===== src/rtl/clock_time_keeper_if.sv =====
// Button inputs and BCD time outputs of the timekeeping core.
// The master side drives the buttons; the slave side is the timekeeper.
interface clock_time_keeper_if;
    logic       hour_inc;
    logic       min_inc;
    logic [1:0] hour_tens;
    logic [3:0] hour_ones;
    logic [2:0] min_tens;
    logic [3:0] min_ones;
    logic [2:0] sec_tens;
    logic [3:0] sec_ones;
    logic       tick_1hz;
    logic       changed;

    modport master (
        output hour_inc, min_inc,
        input  hour_tens, hour_ones, min_tens, min_ones, sec_tens, sec_ones,
        input  tick_1hz, changed
    );

    modport slave (
        input  hour_inc, min_inc,
        output hour_tens, hour_ones, min_tens, min_ones, sec_tens, sec_ones,
        output tick_1hz, changed
    );
endinterface


===== src/rtl/clock_time_keeper.sv =====
// 24-hour BCD timekeeper: 1 Hz prescaler, debounced hour/minute set buttons,
// and a one-cycle change strobe for the display stage.
module clock_time_keeper #(
    parameter int CLOCK_RATE      = 1000,
    parameter int DEBOUNCE_CYCLES = 16
) (
    input  logic               clk,
    input  logic               reset,
    clock_time_keeper_if.slave tk
);
    localparam int PRE_W    = $clog2(CLOCK_RATE);
    localparam int DB_W     = $clog2(DEBOUNCE_CYCLES + 1);
    localparam int BTN_MIN  = 0;
    localparam int BTN_HOUR = 1;
    localparam logic [PRE_W-1:0] PRE_LAST = PRE_W'(CLOCK_RATE - 1);
    localparam logic [DB_W-1:0]  DB_LAST  = DB_W'(DEBOUNCE_CYCLES - 1);

    typedef struct packed {
        logic [1:0] hour_tens;
        logic [3:0] hour_ones;
        logic [2:0] min_tens;
        logic [3:0] min_ones;
        logic [2:0] sec_tens;
        logic [3:0] sec_ones;
    } bcd_time_t;

    bcd_time_t        time_q, time_d;
    logic [PRE_W-1:0] pre_q, pre_d;
    logic             tick_q, changed_q;
    logic [1:0]       sync1_q, sync2_q;
    logic [1:0]       level_q, level_d;
    logic [1:0]       req_q, req_d;
    logic [DB_W-1:0]  cnt_q [2];
    logic [DB_W-1:0]  cnt_d [2];

    logic wrap, sec_carry, min_at_last, min_step, hour_step;

    // Shared by seconds and minutes: 00..59 in BCD.
    function automatic logic [6:0] inc_mod60(input logic [2:0] tens, input logic [3:0] ones);
        if (ones != 4'd9) return {tens, ones + 4'd1};
        if (tens != 3'd5) return {tens + 3'd1, 4'd0};
        return 7'd0;
    endfunction

    function automatic logic [5:0] inc_hour(input logic [1:0] tens, input logic [3:0] ones);
        if (tens == 2'd2 && ones == 4'd3) return 6'd0;
        if (ones == 4'd9)                 return {tens + 2'd1, 4'd0};
        return {tens, ones + 4'd1};
    endfunction

    // A level change is accepted after DEBOUNCE_CYCLES consecutive disagreeing samples.
    always_comb begin
        for (int b = 0; b < 2; b++) begin
            // NOTE: every _d takes its hold value before any condition, so no path can infer a latch.
            level_d[b] = level_q[b];
            req_d[b]   = 1'b0;
            cnt_d[b]   = '0;
            if (sync2_q[b] != level_q[b]) begin
                if (cnt_q[b] == DB_LAST) begin
                    level_d[b] = ~level_q[b];
                    req_d[b]   = ~level_q[b];
                end else begin
                    cnt_d[b] = cnt_q[b] + DB_W'(1);
                end
            end
        end
    end

    always_comb begin
        time_d      = time_q;
        pre_d       = pre_q + PRE_W'(1);
        wrap        = (pre_q == PRE_LAST);
        sec_carry   = wrap && time_q.sec_tens == 3'd5 && time_q.sec_ones == 4'd9;
        min_at_last = time_q.min_tens == 3'd5 && time_q.min_ones == 4'd9;
        // A manual minute step swallows the tick's minute (and hence hour) carry.
        min_step    = req_q[BTN_MIN] || sec_carry;
        hour_step   = req_q[BTN_HOUR] || (sec_carry && min_at_last && !req_q[BTN_MIN]);

        if (wrap || req_q[BTN_MIN]) pre_d = '0;

        if (req_q[BTN_MIN])
            {time_d.sec_tens, time_d.sec_ones} = '0;
        else if (wrap)
            {time_d.sec_tens, time_d.sec_ones} = inc_mod60(time_q.sec_tens, time_q.sec_ones);

        if (min_step)
            {time_d.min_tens, time_d.min_ones} = inc_mod60(time_q.min_tens, time_q.min_ones);
        if (hour_step)
            {time_d.hour_tens, time_d.hour_ones} = inc_hour(time_q.hour_tens, time_q.hour_ones);
    end

    always_ff @(posedge clk) begin
        if (reset) begin
            time_q    <= '0;
            pre_q     <= '0;
            tick_q    <= 1'b0;
            changed_q <= 1'b0;
            sync1_q   <= '0;
            sync2_q   <= '0;
            level_q   <= '0;
            req_q     <= '0;
            cnt_q     <= '{default: '0};
        end else begin
            // NOTE: non-blocking updates so every flop samples the values from before this edge.
            time_q    <= time_d;
            pre_q     <= pre_d;
            tick_q    <= wrap;
            changed_q <= (time_d != time_q);
            sync1_q   <= {tk.hour_inc, tk.min_inc};
            sync2_q   <= sync1_q;
            level_q   <= level_d;
            req_q     <= req_d;
            cnt_q     <= cnt_d;
        end
    end

    assign tk.hour_tens = time_q.hour_tens;
    assign tk.hour_ones = time_q.hour_ones;
    assign tk.min_tens  = time_q.min_tens;
    assign tk.min_ones  = time_q.min_ones;
    assign tk.sec_tens  = time_q.sec_tens;
    assign tk.sec_ones  = time_q.sec_ones;
    assign tk.tick_1hz  = tick_q;
    assign tk.changed   = changed_q;
endmodule


===== src/flat_wrapper.sv =====
// flat-port wrapper written by rule: the top's interface ports become plain ports
module clock_time_keeper_flat 
#(
    parameter int CLOCK_RATE      = 1000,
    parameter int DEBOUNCE_CYCLES = 16
)
  (clk, reset, tk_hour_inc, tk_min_inc, tk_hour_tens, tk_hour_ones, tk_min_tens, tk_min_ones, tk_sec_tens, tk_sec_ones, tk_tick_1hz, tk_changed);
  clock_time_keeper_if tk_i ();
  input  logic clk;
  input  logic reset;
  input wire logic [$bits(tk_i.hour_inc)-1:0] tk_hour_inc;
  input wire logic [$bits(tk_i.min_inc)-1:0] tk_min_inc;
  output wire logic [$bits(tk_i.hour_tens)-1:0] tk_hour_tens;
  output wire logic [$bits(tk_i.hour_ones)-1:0] tk_hour_ones;
  output wire logic [$bits(tk_i.min_tens)-1:0] tk_min_tens;
  output wire logic [$bits(tk_i.min_ones)-1:0] tk_min_ones;
  output wire logic [$bits(tk_i.sec_tens)-1:0] tk_sec_tens;
  output wire logic [$bits(tk_i.sec_ones)-1:0] tk_sec_ones;
  output wire logic [$bits(tk_i.tick_1hz)-1:0] tk_tick_1hz;
  output wire logic [$bits(tk_i.changed)-1:0] tk_changed;
  assign tk_i.hour_inc = tk_hour_inc;
  assign tk_i.min_inc = tk_min_inc;
  assign tk_hour_tens = tk_i.hour_tens;
  assign tk_hour_ones = tk_i.hour_ones;
  assign tk_min_tens = tk_i.min_tens;
  assign tk_min_ones = tk_i.min_ones;
  assign tk_sec_tens = tk_i.sec_tens;
  assign tk_sec_ones = tk_i.sec_ones;
  assign tk_tick_1hz = tk_i.tick_1hz;
  assign tk_changed = tk_i.changed;
  clock_time_keeper #(.CLOCK_RATE(CLOCK_RATE), .DEBOUNCE_CYCLES(DEBOUNCE_CYCLES)) u_core (.clk(clk), .reset(reset), .tk(tk_i));
endmodule

===== config.mk =====
export PLATFORM = sky130hd
export DESIGN_NAME = clock_time_keeper_flat
export DESIGN_NICKNAME = d
export VERILOG_FILES = /design/src/rtl/clock_time_keeper_if.sv /design/src/rtl/clock_time_keeper.sv /design/src/flat_wrapper.sv
export SDC_FILE = /design/constraint.sdc
export NUM_CORES = 1
export LEC_CHECK = 0
export CAP_MARGIN = 20
export CORE_MARGIN = 2
export CORE_UTILIZATION = 29
export DETAILED_ROUTE_END_ITERATION = 7
export SLEW_MARGIN = 20
export SYNTH_ARGS = -nofsm -noshare
export SYNTH_HDL_FRONTEND = slang
export SYNTH_SLANG_ARGS = --single-unit

===== constraint.sdc =====
create_clock -name clk -period 3.3 [get_ports clk]
set_clock_uncertainty 0.1 [all_clocks]
set_input_delay 0.66 -clock clk [delete_from_list [all_inputs] [get_ports clk]]
set_output_delay 0.66 -clock clk [all_outputs]
set_load 0.02 [all_outputs]

==> results of run 1 <==
## routing by layer
layer	share of wire [%]	vias up
li1	-	853
met1	50	776
met2	45	33
met3	4.2	4
met4	1.0	0
met5	0	-
## final cells by class
class	instances	share of cell area, %
well taps	99	4.67
clock buffers	5	2.60
flip-flops and latches	50	37.8
inverters	11	1.56
repair buffers	26	9.73
clock inverters	3	2.60
multi-input cells	165	41.1
## worst min path at each step
stage	from	depth (start not counted)	slack, ns	endpoint
6_report	u_core.sync1_q[1]	1	0.34	u_core.sync2_q[1]
5_1_grt	u_core.sync1_q[1]	1	0.36	u_core.sync2_q[1]
4_1_cts	u_core.sync1_q[1]	1	0.35	u_core.sync2_q[1]
3_5_place_dp	u_core.sync1_q[1]	1	0.33	u_core.sync2_q[1]
3_3_place_gp	u_core.sync1_q[1]	1	0.32	u_core.sync2_q[1]
2_1_floorplan	u_core.sync1_q[0]	1	0.31	u_core.sync2_q[0]
## per-stage QoR
step                utilization, %  hold WS [ns]  setup WS, ns  std cells
floorplan                        -         0.314          1.42        232
global placement              34.5         0.317          1.15        351
detailed placement            34.5         0.329          1.09        351
CTS                           36.3         0.350         0.999        359
global route                  36.3         0.362         0.914        359
finish                        36.3         0.337          1.01        359
## logic make-up after synthesis
logic type | share of synthesized area (%)
muxes | 0.916
buffers and inverters | 4.41
and+or+nand+nor | 27.5
adders and majority gates | 4.58
DFF | 45.8
AOI/OAI and AO/OA | 9.96
xor gates and xnor gates | 6.81
## cell usage in the layout, fill, tap and decap left out, types with 3 or more instances in the layout
cell / Yosys / routed
nor4_1: 3 / 3
clkbuf_8: 1 / 5
a21oi_1: 15 / 15
nand3_1: 9 / 9
dfxtp_1: 50 / 50
xor2_1: 6 / 6
nand4b_1: 3 / 3
nand2b_1: 3 / 3
clkdlybuf4s50_1: 0 / 25
ha_1: 8 / 8
o21ai_0: 12 / 12
and3_1: 5 / 5
nor2b_1: 6 / 6
nand2_1: 12 / 12
or3_1: 10 / 10
nor2_1: 31 / 31
inv_1: 11 / 11
xnor2_1: 11 / 11
## state kept, by name, summed over array words and instances, names as in the netlist
name	count
u_core.cnt_q	10
u_core.pre_q	10
u_core.tk.hour_ones	4
u_core.tk.min_ones	4
u_core.tk.sec_ones	4
u_core.tk.min_tens	3
u_core.tk.sec_tens	3
u_core.level_q	2
u_core.req_q	2
u_core.sync1_q	2
u_core.sync2_q	2
u_core.tk.hour_tens	2
u_core.tk.changed	1
u_core.tk.tick_1hz	1
## power by group
group | switching [mW] | internal, mW
clock | 0.207 | 0.304
sequential | 0.00488 | 0.609
combinational | 0.0130 | 0.0107
total | 0.225 | 0.923
==> flow_summary.ini, run 1 <==
[clock_tree]
cts_resized = 0
insertion_delay_ns = 0.30
cts_setup_buffers = 0
root_buffer = clkbuf_8
clk_pin_slew_ns = 0.09
htree_levels = 2
hold_buffers = 0
tritoncts = done
clkSinkCount = 50
clk_path_buf_depth = 2
cts_made_buffers = 5

[route]
dr.pass1.iters = 4
vias = 1666
via_per_inst = 4.64
post_drt_wl_per_cell_um = 10.6
drtAntennaViolNets = 0
drc_errors = 0
drt_wl_total_um = 3810
drt_iter0_drc = 93

[cells_and_area]
area_delta_synth_final_pct = 21.2
diodes = 0
fillers = 788
final_nets = 271
layout.area.seq_um2 = 1000
design_area_um2 = 2650
drive_above_1_share_pct = 8.46
multi_input_area_um2 = 1090

[logic_synthesis]
ys_types = 44
synth_fp_nets = 244
synth_async_sr_flop_share_pct = 0
synthCells = 232
ys_seq_elements = 50
syn_area_um2 = 2190
yosysWarnings = 0
synth_area_leaders = dfxtp_1 (46%), nor2_1 (5.3%), ha_1 (4.6%)
synth-main-ff-cell = dfxtp_1
ys_seq_area_share_pct = 45.8
synth_commonest_cells = dfxtp_1 (50), nor2_1 (31), a21oi_1 (15)
yosysMostFrequentCell = dfxtp_1
syn_avg_cell_area_um2 = 9.42
synth_top_area_share_pct = 45.8
synth-edff-count = 0
synth.largest_area_cell = dfxtp_1

[critical_path]
r2r_end = u_core.tk.min_tens[2]
crit_type = reg -> out
path_depth = 1
r2r_slack_ns = 1.09
cp_max_fo = 8
cp.arrival_ns = 1.53
critPathBufInv = 1
slowest_delay_ns = 0.69
crit_slowest_cell = clkdlybuf4s50_1
r2r_cells = 6
end_kind = output port
worstPathRequired_ns = 2.54
cp-startpoint = u_core.tk.sec_ones[1]
rr_startpoint = u_core.pre_q[0]
crit_path_end = tk_sec_ones[1]
cpLargestDelayFamily = buffers and inverters
cp-start-kind = register
crit_chain = clkdlybuf4s50_1

[global_route]
grt_pass1_vias = 1461
grt.met2_usage_pct = 14.8
use_met1_pct = 12.8
grt_remaining_overflow = 0
antenna_found_initial = 0
met3_usage_pct = 2.59
grt_pass1_wl_um = 6620
grt_start_max_net_pins = 27
grt.busiest_layer = met2
grt_usage_pct = 9.61

[floorplan]
design.core.area_um2 = 7290
dieArea_um2 = 8250
start_util_pct = 30.0
io_pins = 26
die_h_um = 90.8
row_count = 31
chipWidth_um = 90.8

[timing]
period_needed_ns = 2.29
finalSetupViolCount = 0
finalCritPeriodShare_pct = 69.3
tns_ns = 0
rsz0062_at_grt = no
fmax_ghz = 0.437
tightest_slew_ns = 0.580
drv_slew = 0
hold_violations = 0
slew_headroom_pct = 61.2

[placement]
dp_hpwl_um = 2690
gp_congestion = 0.732
place_area_um2 = 2510
io_buffers = 25

[power]
power.leakage_nw = 0.881
cellPowerDensity_nw_per_um2 = 433
vdd_drop_max_v = 0.000202
power_mw = 1.15

[worst_hold_path]
min_path_type = reg -> reg

[flow_run]
drv_cap = 0

[run_status]
status = finished clean
(Power assumes the default switching activity.)
==> run 2, diff against run 1 <==
- clock period: 3.3 -> 2.05 ns (I/O delays scaled with it)
==> run 2 against run 1 <==
Compared with the run above:
- hold slack improved by 0.0067 ns
- power is 61% higher
- clock power grew 59%
- critical path depth unchanged
- cell count grew 3.9%
- setup slack lost 0.90 ns
- largest power group unchanged
- highest routed layer unchanged
==> flow_summary.ini, run 2 (synthesis results as in run 1) <==
[floorplan]
design.core.area_um2 = 7290
die_h_um = 90.8
row_count = 31
io_pins = 26
dieArea_um2 = 8250
start_util_pct = 30.0
chipWidth_um = 90.8

[timing]
slew_headroom_pct = 73.0
fin_hold_ws_ns = 0.344
tns_ns = 0
hold_violations = 0
finalCritPeriodShare_pct = 94.3
tightest_slew_ns = 0.402
fmax_ghz = 0.517
finalSetupViolCount = 0
rsz0062_at_grt = no
drv_slew = 0
period_needed_ns = 1.93

[critical_path]
crit_chain = clkdlybuf4s50_1
cpLargestDelayFamily = buffers and inverters
worstPathRequired_ns = 1.54
crit_slowest_cell = clkdlybuf4s50_1
end_kind = output port
cp.arrival_ns = 1.42
cp-start-kind = register
crit_type = reg -> out
path_depth = 1
cp_max_fo = 7
r2r_cells = 6
critPathBufInv = 1
slowest_delay_ns = 0.65

[cells_and_area]
drive_above_1_share_pct = 13.5
fillers = 776
reg_top3 = u_core.cnt_q (10), u_core.pre_q (10)
diodes = 0
mostFrequentLayoutCells = dfxtp_1 (50), nor2_1 (30), clkdlybuf4s50_1 (25), a21oi_1 (15), buf_4 (14)
area_delta_synth_final_pct = 26.7
layout.area.seq_um2 = 1000
multi_input_area_um2 = 1090
final_common_cell = dfxtp_1
final_nets = 285

[clock_tree]
root_buffer = clkbuf_8
cts_made_buffers = 5
clk_pin_slew_ns = 0.09
clk_path_buf_depth = 2
clkSinkCount = 50
tritoncts = done
htree_levels = 2
cts_setup_buffers = 0
insertion_delay_ns = 0.30

[global_route]
grt_pass1_vias = 1543
grt_usage_pct = 10.0
antenna_found_initial = 0
grt_start_max_net_pins = 27
grt_pass1_wl_um = 6890
grt_remaining_overflow = 0

[route]
vias = 1683
drtAntennaViolNets = 0
post_drt_wl_per_cell_um = 10.6
drc_errors = 0
drt_wl_total_um = 3970
via_per_inst = 4.51
drt_iter0_drc = 58
dr.pass1.iters = 4

[power]
vdd_drop_max_v = 0.000278
cellPowerDensity_nw_per_um2 = 669
power.leakage_nw = 0.954

[worst_hold_path]
min_path_cells = 1
min_path_type = reg -> reg

[placement]
dp_hpwl_um = 2820
gp_congestion = 0.721
io_buffers = 25

[run_status]
status = finished clean

[flow_run]
drv_cap = 0
## run 2: timing repair
| action | in CTS | in global routing |
|---|---|---|
| setup endpoints to repair | 0 | 2 |
| resized for setup | 0 | 1 |
| hold buffers | 0 | 0 |
## run 2: worst paths after layout
check	start	endpoint	slack, ns
min reg2reg	u_core.sync1_q[1]	u_core.sync2_q[1]	0.34
max	u_core.tk.hour_ones[0]	tk_hour_ones[0]	0.12
min	u_core.sync1_q[1]	u_core.sync2_q[1]	0.34
max reg2reg	u_core.pre_q[5]	u_core.tk.hour_ones[3]	0.15
## run 2: final cells by class
type / instances / share of cell area (%)
Clock inverter: 3 / 2.48
Multi-Input combinational cell: 165 / 39.4
Sequential cell: 50 / 36.1
Inverter: 11 / 1.49
Tap cell: 99 / 4.47
Clock buffer: 5 / 2.48
Timing Repair Buffer: 40 / 13.6
## run 2: layer usage
layer	vias up	GRT usage [%]	share of wire (%)	wire length, um
met3	4	2.34	3.2	128
li1	882	-	-	-
met5	-	0	0	0
met4	0	3.66	1.4	55
met2	27	16.2	45	1790
met1	770	13.0	50	1990
## run 2: where the power goes
group	switching [mW]	internal, mW
combinational	0.0257	0.0252
sequential	0.00609	0.980
clock	0.326	0.489
total	0.358	1.49
## run 2: stage by stage
stage	std cells	area, um^2	util [%]	total power [mW]	setup slack (ns)
2_1_floorplan	232	2190	-	1.04	0.175
3_3_place_gp	365	2630	36.1	1.06	0.175
3_5_place_dp	365	2630	36.1	1.06	0.156
4_1_cts	373	2770	38.0	1.88	0.0985
5_1_grt	373	2770	38.0	1.94	0.0156
6_report	373	2770	38.0	1.85	0.116
==> run 3, diff against run 2 <==
- ABC_CLOCK_PERIOD_IN_PS: unset -> 2050
- HOLD_SLACK_MARGIN: unset -> 0.08
==> results of run 3 <==
Final layout, timing and power as in run 2 (identical DEF).
